`src/rtl/uart_if.sv`:
```
// rtl/uart_if.sv - UART serial lines, baud setting and byte handshake bundle
interface uart_if;
   logic [15:0] baud_div;
   logic        rx_in;
   logic        rx_latch;
   logic [7:0]  rx_data;
   logic        tx_out;
   logic        tx_latch;
   logic [7:0]  tx_data;
   logic        tx_empty;

   modport master (
      output baud_div, rx_in, tx_latch, tx_data,
      input  rx_latch, rx_data, tx_out, tx_empty
   );

   modport slave (
      input  baud_div, rx_in, tx_latch, tx_data,
      output rx_latch, rx_data, tx_out, tx_empty
   );
endinterface

```
`src/rtl/uart.sv`:
```
// rtl/uart.sv - 8N1 UART with independent transmitter and receiver, runtime baud divider
module uart (
   input  logic   clk,
   input  logic   reset,
   uart_if.slave  bus
);
   localparam logic [1:0] S_IDLE  = 2'd0;
   localparam logic [1:0] S_START = 2'd1;
   localparam logic [1:0] S_DATA  = 2'd2;
   localparam logic [1:0] S_STOP  = 2'd3;

   logic [1:0]  tx_state;
   logic [15:0] tx_cnt;
   logic [15:0] tx_div;
   logic [2:0]  tx_bit;
   logic [7:0]  tx_shift;
   logic        tx_line;
   logic        tx_idle;

   logic        rx_s1, rx_s2, rx_prev;
   logic [1:0]  rx_state;
   logic [15:0] rx_cnt;
   logic [15:0] rx_div;
   logic [2:0]  rx_bit;
   logic [7:0]  rx_shift;
   logic [7:0]  rx_buf;
   logic        rx_pulse;

   // Divider is frozen per frame so a baud change only applies from the next start bit.
   always_ff @(posedge clk or posedge reset) begin
      if (reset) begin
         tx_state <= S_IDLE;
         tx_cnt   <= 16'd0;
         tx_div   <= 16'd0;
         tx_bit   <= 3'd0;
         tx_shift <= 8'd0;
         tx_line  <= 1'b1;
         tx_idle  <= 1'b1;
      end else begin
         case (tx_state)
            S_IDLE: begin
               if (bus.tx_latch) begin
                  tx_shift <= bus.tx_data;
                  tx_div   <= bus.baud_div;
                  tx_cnt   <= bus.baud_div - 16'd1;
                  tx_line  <= 1'b0;
                  tx_idle  <= 1'b0;
                  tx_state <= S_START;
               end
            end
            S_START: begin
               if (tx_cnt == 16'd0) begin
                  tx_line  <= tx_shift[0];
                  tx_bit   <= 3'd0;
                  tx_cnt   <= tx_div - 16'd1;
                  tx_state <= S_DATA;
               end else begin
                  tx_cnt <= tx_cnt - 16'd1;
               end
            end
            S_DATA: begin
               if (tx_cnt == 16'd0) begin
                  tx_cnt <= tx_div - 16'd1;
                  if (tx_bit == 3'd7) begin
                     tx_line  <= 1'b1;
                     tx_state <= S_STOP;
                  end else begin
                     tx_line  <= tx_shift[1];
                     tx_shift <= {1'b0, tx_shift[7:1]};
                     tx_bit   <= tx_bit + 3'd1;
                  end
               end else begin
                  tx_cnt <= tx_cnt - 16'd1;
               end
            end
            S_STOP: begin
               if (tx_cnt == 16'd0) begin
                  tx_idle  <= 1'b1;
                  tx_state <= S_IDLE;
               end else begin
                  tx_cnt <= tx_cnt - 16'd1;
               end
            end
            default: tx_state <= S_IDLE;
         endcase
      end
   end

   // Synchronizer and edge-history flops reset high so an idle line never looks like a start.
   always_ff @(posedge clk or posedge reset) begin
      if (reset) begin
         rx_s1   <= 1'b1;
         rx_s2   <= 1'b1;
         rx_prev <= 1'b1;
      end else begin
         rx_s1   <= bus.rx_in;
         rx_s2   <= rx_s1;
         rx_prev <= rx_s2;
      end
   end

   always_ff @(posedge clk or posedge reset) begin
      if (reset) begin
         rx_state <= S_IDLE;
         rx_cnt   <= 16'd0;
         rx_div   <= 16'd0;
         rx_bit   <= 3'd0;
         rx_shift <= 8'd0;
         rx_buf   <= 8'd0;
         rx_pulse <= 1'b0;
      end else begin
         rx_pulse <= 1'b0;
         case (rx_state)
            S_IDLE: begin
               if (rx_prev && !rx_s2) begin
                  rx_cnt   <= bus.baud_div >> 1;
                  rx_div   <= bus.baud_div;
                  rx_state <= S_START;
               end
            end
            S_START: begin
               if (rx_cnt == 16'd0) begin
                  if (rx_s2) begin
                     rx_state <= S_IDLE;
                  end else begin
                     rx_cnt   <= rx_div - 16'd1;
                     rx_bit   <= 3'd0;
                     rx_state <= S_DATA;
                  end
               end else begin
                  rx_cnt <= rx_cnt - 16'd1;
               end
            end
            S_DATA: begin
               if (rx_cnt == 16'd0) begin
                  rx_shift <= {rx_s2, rx_shift[7:1]};
                  rx_cnt   <= rx_div - 16'd1;
                  if (rx_bit == 3'd7) begin
                     rx_state <= S_STOP;
                  end else begin
                     rx_bit <= rx_bit + 3'd1;
                  end
               end else begin
                  rx_cnt <= rx_cnt - 16'd1;
               end
            end
            S_STOP: begin
               // Back to idle at mid-stop so a following start edge is not missed.
               if (rx_cnt == 16'd0) begin
                  if (rx_s2) begin
                     rx_buf   <= rx_shift;
                     rx_pulse <= 1'b1;
                  end
                  rx_state <= S_IDLE;
               end else begin
                  rx_cnt <= rx_cnt - 16'd1;
               end
            end
            default: rx_state <= S_IDLE;
         endcase
      end
   end

   assign bus.tx_out   = tx_line;
   assign bus.tx_empty = tx_idle;
   assign bus.rx_data  = rx_buf;
   assign bus.rx_latch = rx_pulse;
endmodule

```
`src/flat_wrapper.sv`:
```
// flat-port wrapper written by rule: the top's interface ports become plain ports
module uart_flat 
  (clk, reset, bus_baud_div, bus_rx_in, bus_tx_latch, bus_tx_data, bus_rx_latch, bus_rx_data, bus_tx_out, bus_tx_empty);
  uart_if bus_i ();
  input  logic clk;
  input  logic reset;
  input wire logic [$bits(bus_i.baud_div)-1:0] bus_baud_div;
  input wire logic [$bits(bus_i.rx_in)-1:0] bus_rx_in;
  input wire logic [$bits(bus_i.tx_latch)-1:0] bus_tx_latch;
  input wire logic [$bits(bus_i.tx_data)-1:0] bus_tx_data;
  output wire logic [$bits(bus_i.rx_latch)-1:0] bus_rx_latch;
  output wire logic [$bits(bus_i.rx_data)-1:0] bus_rx_data;
  output wire logic [$bits(bus_i.tx_out)-1:0] bus_tx_out;
  output wire logic [$bits(bus_i.tx_empty)-1:0] bus_tx_empty;
  assign bus_i.baud_div = bus_baud_div;
  assign bus_i.rx_in = bus_rx_in;
  assign bus_i.tx_latch = bus_tx_latch;
  assign bus_i.tx_data = bus_tx_data;
  assign bus_rx_latch = bus_i.rx_latch;
  assign bus_rx_data = bus_i.rx_data;
  assign bus_tx_out = bus_i.tx_out;
  assign bus_tx_empty = bus_i.tx_empty;
  uart u_core (.clk(clk), .reset(reset), .bus(bus_i));
endmodule
```
`config.mk`:
```
export PLATFORM = sky130hd
export DESIGN_NAME = uart_flat
export DESIGN_NICKNAME = d
export VERILOG_FILES = /design/src/rtl/uart_if.sv /design/src/rtl/uart.sv /design/src/flat_wrapper.sv
export SDC_FILE = /design/constraint.sdc
export NUM_CORES = 1
export LEC_CHECK = 0
export CORE_UTILIZATION = 35
export CTS_BUF_LIST = sky130_fd_sc_hd__clkbuf_4
export DETAILED_ROUTE_END_ITERATION = 12
export DONT_BUFFER_PORTS = 1
export PLACE_DENSITY = 0.5
export SLEW_MARGIN = 20
export SYNTH_ARGS = -nofsm -noshare
export SYNTH_HDL_FRONTEND = slang
export SYNTH_SLANG_ARGS = --single-unit
```
`constraint.sdc`:
```
create_clock -name clk -period 3.4 [get_ports clk]
set_input_delay 0.34 -clock clk [delete_from_list [all_inputs] [get_ports clk]]
set_output_delay 0.34 -clock clk [all_outputs]
set_load 0.02 [all_outputs]
```
==> results.cfg, run 1 <==
[floorplanning]
core.rowCount = 49
coreArea_mm2 = 0.0181
pin_count = 39
start_util_pct = 36.0
die_x_um = 138
die_area_mm2 = 0.0192
die_height_um = 138

[setup_path]
cp.buffers_inverters = 2
cp.arrival_ns = 3.12
max_stage_delay_ns = 0.53
start_kind = flip-flop
endpoint_kind = flip-flop
crit_top_cell = o21ai_0
crit_chain = inv_1 -> ha_1 -> nor4b_1 -> and4_1 -> a21o_1 -> buf_4 -> a21oi_1 -> o21ai_0 -> o21ai_0
cp_slowest_cell = nor4b_1
required_ns = 3.76
crit_family = simple AND/OR/NAND/NOR gates
path_max_fanout = 14
critPathKind = reg2reg

[pwr]
peakVddDrop_mv = 0.310
p_leak_nw = 2.93
p_per_area_mw_per_mm2 = 864
p_total_mw = 6.12

[global_routing]
grt_pass1_vias = 5295
grt_start_max_net_pins = 65
track_usage_pct = 18.9
grt_pass1_wl_um = 28600
use_met1_pct = 24.9
grt.overflow.total = 0
antenna_found_initial = 1
top_usage_layer = met2
use_met3_pct = 3.05
grt_util_met2_pct = 30.9

[yosys]
synth-xor-area-share_pct = 6.45
yosys.cell_types.count = 62
synth_top_area_share_pct = 38.0
synth_cells = 695
synthMuxAreaShare_pct = 9.65
synth_compound_area_share_pct = 16.5
yosys.area_share.simple_pct = 19.0
ys_seq_elements = 104
ys_warn_count = 0
yosys.area.top_type = dfrtp_1
synth_area_mm2 = 0.00652
synth_top_family_by_area = simple AND/OR/NAND/NOR gates
synth_async_sr_flop_share_pct = 100
synth.area.top_cells = dfrtp_1 38%, mux2_2 8.1%, o21ai_0 4.5%
synth_common_cells = 99 x dfrtp_1, 71 x nand2_1, 58 x o21ai_0
synth_edf_count = 0
yosysMostFrequentCell = dfrtp_1
syn_avg_cell_area_um2 = 9.38
synth-adder-area-share_pct = 3.26
yosysSeqAreaShare_pct = 40.0
synth_nets = 740
synth_flop_cell = dfrtp_1

[sta]
slew-limit-headroom_pct = 28.4
slew_viol_final = 0
holdWs_ns = 0.0233
fin_setup_tns_ns = 0
rsz0062_at_grt = no
hold_viol_final = 0
worstMarginPinSlew_ns = 1.07
finalSetupViolations = 0
skew_ns = 0.0161
clock.fmax_mhz = 363
period_needed_ns = 2.75
post-route-period-util_pct = 81.0

[status]
violations = design-rule violations
outcome = complete, but fails checks

[clocking]
clock_sinks = 104
numCtsBuffers = 9
clkTransAtPathRegs_ns = 0.18
cts_hold_buf = 19
cts_tree = yes
cts_resized = 0
cts_setup_buffers = 0
clock_latency_ns = 0.51
cts_buffer_depth = 2
htree_levels = 3
cts_root_buf = clkbuf_4

[finish]
drive_gt1_share_pct = 13.9
nNetsFinal = 744
ff_latch_area_mm2 = 0.00261
final_cells = 935
area_delta_synth_final_pct = 8.77
multi_input_area_mm2 = 0.00358
nFillCells = 1810

[routing]
num_vias = 5254
drt-initial-drc-count = 408
drt_first_pass_iters = 9
via_per_inst = 5.62
ant_nets = 0
wl_um = 17100
wire_per_inst_um = 18.3
drc = 2

[place]
portBuffers = 0
hpwlAfterDp_um = 12100
dp.cells = 898
routabilityCongestion = 0.870

[run]
cap_violations = 0

[min_path]
hold_path_class = in2reg
## cells in the final DEF (no fill, tap or decap), drive strengths merged, types with 12 or more instances in the layout
master	Yosys	routed
o31ai	16	16
xor2	27	27
nand2	71	71
nand3	14	14
a21oi	28	28
nor2	51	51
dfrtp	99	99
buf	13	14
inv	26	29
o21ai	60	60
nor4	18	18
xnor2	21	21
or4	12	12
ha	17	17
mux2	47	47
nor3	20	20
dlygate4sd3	0	19
## where the power goes
| part | total, mW | internal (mW) | switching (mW) |
|---|---|---|---|
| clock | 0.931 | 0.456 | 0.475 |
| sequential | 2.27 | 1.71 | 0.564 |
| combinational | 2.92 | 1.25 | 1.67 |
## flip-flops by register name, summed over array words and instances, names as in the netlist, named ones only
signal and flops:
u_core.rx_s1 1, u_core.tx_shift 8, u_core.bus.tx_out 1, u_core.rx_div 16, u_core.bus.rx_data 8, u_core.rx_shift 8, u_core.rx_bit 3, u_core.tx_cnt 16
u_core.bus.rx_latch 1, u_core.rx_state 1, u_core.rx_prev 1, u_core.tx_state 2, u_core.rx_s2 1, u_core.bus.tx_empty 1, u_core.tx_div 16, u_core.tx_bit 3
u_core.rx_cnt 16
## routing by layer
metal | vias up | wire (um)
li1 | 2525 | -
met1 | 2585 | 7920
met2 | 116 | 8080
met3 | 28 | 687
met4 | 0 | 440
met5 | - | 0
## path summary, 6_finish.rpt
path | start | endpoint | slack [ns] | cells after the start
setup / recovery | u_core.tx_cnt[0]$_DFFE_PP0P_ | u_core.tx_cnt[0]$_DFFE_PP0P_ | 0.65 | 9
hold / removal | bus_baud_div[2] | u_core.rx_cnt[1]$_DFFE_PP0P_ | 0.02 | 2
setup reg to reg | u_core.tx_cnt[0]$_DFFE_PP0P_ | u_core.tx_cnt[0]$_DFFE_PP0P_ | 0.65 | 9
hold reg to reg | u_core.rx_s1$_DFF_PP1_ | u_core.rx_s2$_DFF_PP1_ | 0.37 | 0
max in group asynchronous | reset | u_core.rx_prev$_DFF_PP1_ | 2.09 | 3
min in group asynchronous | reset | u_core.bus.rx_latch$_DFF_PP0_ | 0.46 | 2
## final cells by class
cell class	instances	area share (%)
Clock inverter	7	2.10
Tap cell	229	4.04
Clock buffer	9	0.953
Multi-Input combinational cell	525	50.5
Inverter	26	1.41
Timing Repair Buffer	33	4.16
Antenna cell	2	0.0706
Sequential cell	104	36.8
## logic make-up (layout without fill, tap and decap cells)
kind of cell | after synthesis | in the layout
other | 0 | 2
DFF | 104 | 104
buffers and inverters | 66 | 75
adders and majority gates | 17 | 17
AOI/OAI and AO/OA | 167 | 167
muxes | 57 | 57
xor gates and xnor gates | 48 | 48
and+or+nand+nor | 236 | 236
## stage by stage
stage	util [%]	instance area [um2]	setup slack [ns]
after CTS	39.2	7090	0.641
after detailed placement	36.9	6680	0.680
after global routing	39.2	7090	0.406
after global placement	36.9	6680	0.684
after floorplan	-	6520	0.336
final	39.2	7090	0.645
Note: power is estimated with default switching activity, not from simulation.
==> run 2: changes to the inputs <==
- clock period: 3.4 -> 2.76 ns (I/O delays scaled with it)
==> run 2 against run 1 <==
Net effect: the flow still finishes with violations (design-rule violations); cell count rose by 2.4%; first-iteration DRC count rose by 16%; routed wire length is 1.9% higher; non-clock buffer count increased by 23; total power is 21% higher; largest cell class unchanged.
==> results.cfg, run 2 (synthesis gave the netlist of run 1 again) <==
[clocking]
htree_levels = 3
cts_root_buf = clkbuf_4
cts_buffer_depth = 2
clock_sinks = 104
clkTransAtPathRegs_ns = 0.17
clock_latency_ns = 0.49
cts_tree = yes
numCtsBuffers = 9

[finish]
final_cell_mix = 99 x dfrtp_1, 71 x nand2_1, 58 x o21ai_0
nNetsFinal = 767
final_cells = 957
drive_gt1_share_pct = 15.5
area_delta_synth_final_pct = 11.3
layout_commonest_cell = dfrtp_1

[place]
portBuffers = 0
pre_cts_slack_ns = 0.213
routabilityCongestion = 0.869
hpwlAfterDp_um = 12300
dp.cells = 913

[setup_path]
crit_end = u_core.rx_cnt[6]$_DFFE_PP0P_
rr_startpoint = u_core.rx_cnt[0]$_DFFE_PP0P_
startpoint = u_core.rx_cnt[0]$_DFFE_PP0P_
r2r_end = u_core.rx_cnt[6]$_DFFE_PP0P_
endpoint_kind = flip-flop
critPathKind = reg2reg
cp.arrival_ns = 2.96
required_ns = 3.14
start_kind = flip-flop
reg2reg_depth = 8
reg2reg_slack_ns = 0.18
path_max_fanout = 7

[sta]
rsz0062_at_grt = no
hold_viol_final = 0
slew-limit-headroom_pct = 47.5
clock.fmax_mhz = 388
worstMarginPinSlew_ns = 0.785
slew_viol_final = 0
finalSetupViolations = 0
period_needed_ns = 2.58
fin_setup_tns_ns = 0
post-route-period-util_pct = 93.3
skew_ns = 0.0116
setup_ws_ns = 0.184

[routing]
ant_nets = 0
wire_per_inst_um = 18.2
drt-initial-drc-count = 474
wl_um = 17400
drt_first_pass_iters = 9
num_vias = 5314
via_per_inst = 5.55
drc = 4

[global_routing]
grt.overflow.total = 0
antenna_found_initial = 1
grt_start_max_net_pins = 105
track_usage_pct = 19.3
grt_pass1_wl_um = 29100
grt_pass1_vias = 5286

[floorplanning]
die_x_um = 138
core.rowCount = 49
pin_count = 39
die_height_um = 138
coreArea_mm2 = 0.0181
start_util_pct = 36.0
die_area_mm2 = 0.0192

[pwr]
peakVddDrop_mv = 0.451
p_per_area_mw_per_mm2 = 1020
p_leak_nw = 3.01

[status]
violations = design-rule violations
outcome = complete, but fails checks

[min_path]
hold_path_class = in2reg

[run]
cap_violations = 0
## run 2: changes by cell type in the layout (fill, tap and decap cells not counted), sizes merged
cell | previous run | this run
dlygate4sd3 | 19 | 27
clkinv | 0 | 3
diode | 2 | 1
buf | 14 | 29
clkinvlp | 0 | 2
inv | 29 | 27
bufinv | 4 | 1
## run 2: worst min-delay path by stage
stage | startpoint | to | slack [ns] | cells after the start
after floorplan | bus_rx_in | u_core.rx_s1$_DFF_PP1_ | 0.28 | 0
after global routing | bus_baud_div[7] | u_core.rx_cnt[6]$_DFFE_PP0P_ | 0.02 | 2
after CTS | bus_baud_div[7] | u_core.rx_cnt[6]$_DFFE_PP0P_ | 0.008 | 2
final | bus_baud_div[7] | u_core.rx_cnt[6]$_DFFE_PP0P_ | 0.06 | 2
after global placement | bus_rx_in | u_core.rx_s1$_DFF_PP1_ | 0.28 | 0
after detailed placement | bus_rx_in | u_core.rx_s1$_DFF_PP1_ | 0.28 | 0
## run 2: cell type report
cell class	instances	area, um2
multi-input cells	525	3580
diodes	1	2.50
flip-flops and latches	104	2610
repair buffers	56	526
well taps	229	287
fillers	1758	10800
inverters	26	101
clock inverters	7	78.8
clock buffers	9	67.6
## run 2: per-stage QoR
step / power [mW] / utilization (%) / hold WS [ns] / area, um2
2_1_floorplan: 5.53 / - / 0.280 / 6520
3_3_place_gp: 6.48 / 37.8 / 0.281 / 6830
3_5_place_dp: 6.53 / 37.8 / 0.281 / 6830
4_1_cts: 7.46 / 40.1 / 0.00817 / 7250
5_1_grt: 8.14 / 40.1 / 0.0164 / 7250
6_report: 7.42 / 40.1 / 0.0555 / 7250
## run 2: worst max-delay path, cell delays in order, from the launching register on
cell,delay [ns]
dfrtp_1,0.46
inv_1,0.08
ha_1,0.19
or4b_1,0.53
or3_1,0.40
o21ai_2,0.32
or4_1,0.16
a21oi_1,0.06
a211o_1,0.27
## run 2: power by group
part / total [mW] / switching, mW / internal (mW)
clock: 0.859 / 0.573 / 0.286
combinational: 3.76 / 2.10 / 1.67
sequential: 2.80 / 0.697 / 2.10
## run 2: layer usage
layer / wire (um) / global-route usage [%] / up-vias
li1: - / - / 2588
met4: 280 / 6.62 / 0
met5: 0 / 0 / -
met3: 654 / 3.29 / 23
met2: 8580 / 31.9 / 94
met1: 7930 / 25.6 / 2609
## run 2: repair_timing
action                     in CTS  in global routing
hold buffers                   27                  0
gates resized for setup         0                  1
buffers inserted                0                  0
hold endpoints to repair      152                  0
setup endpoints to repair       0                  1
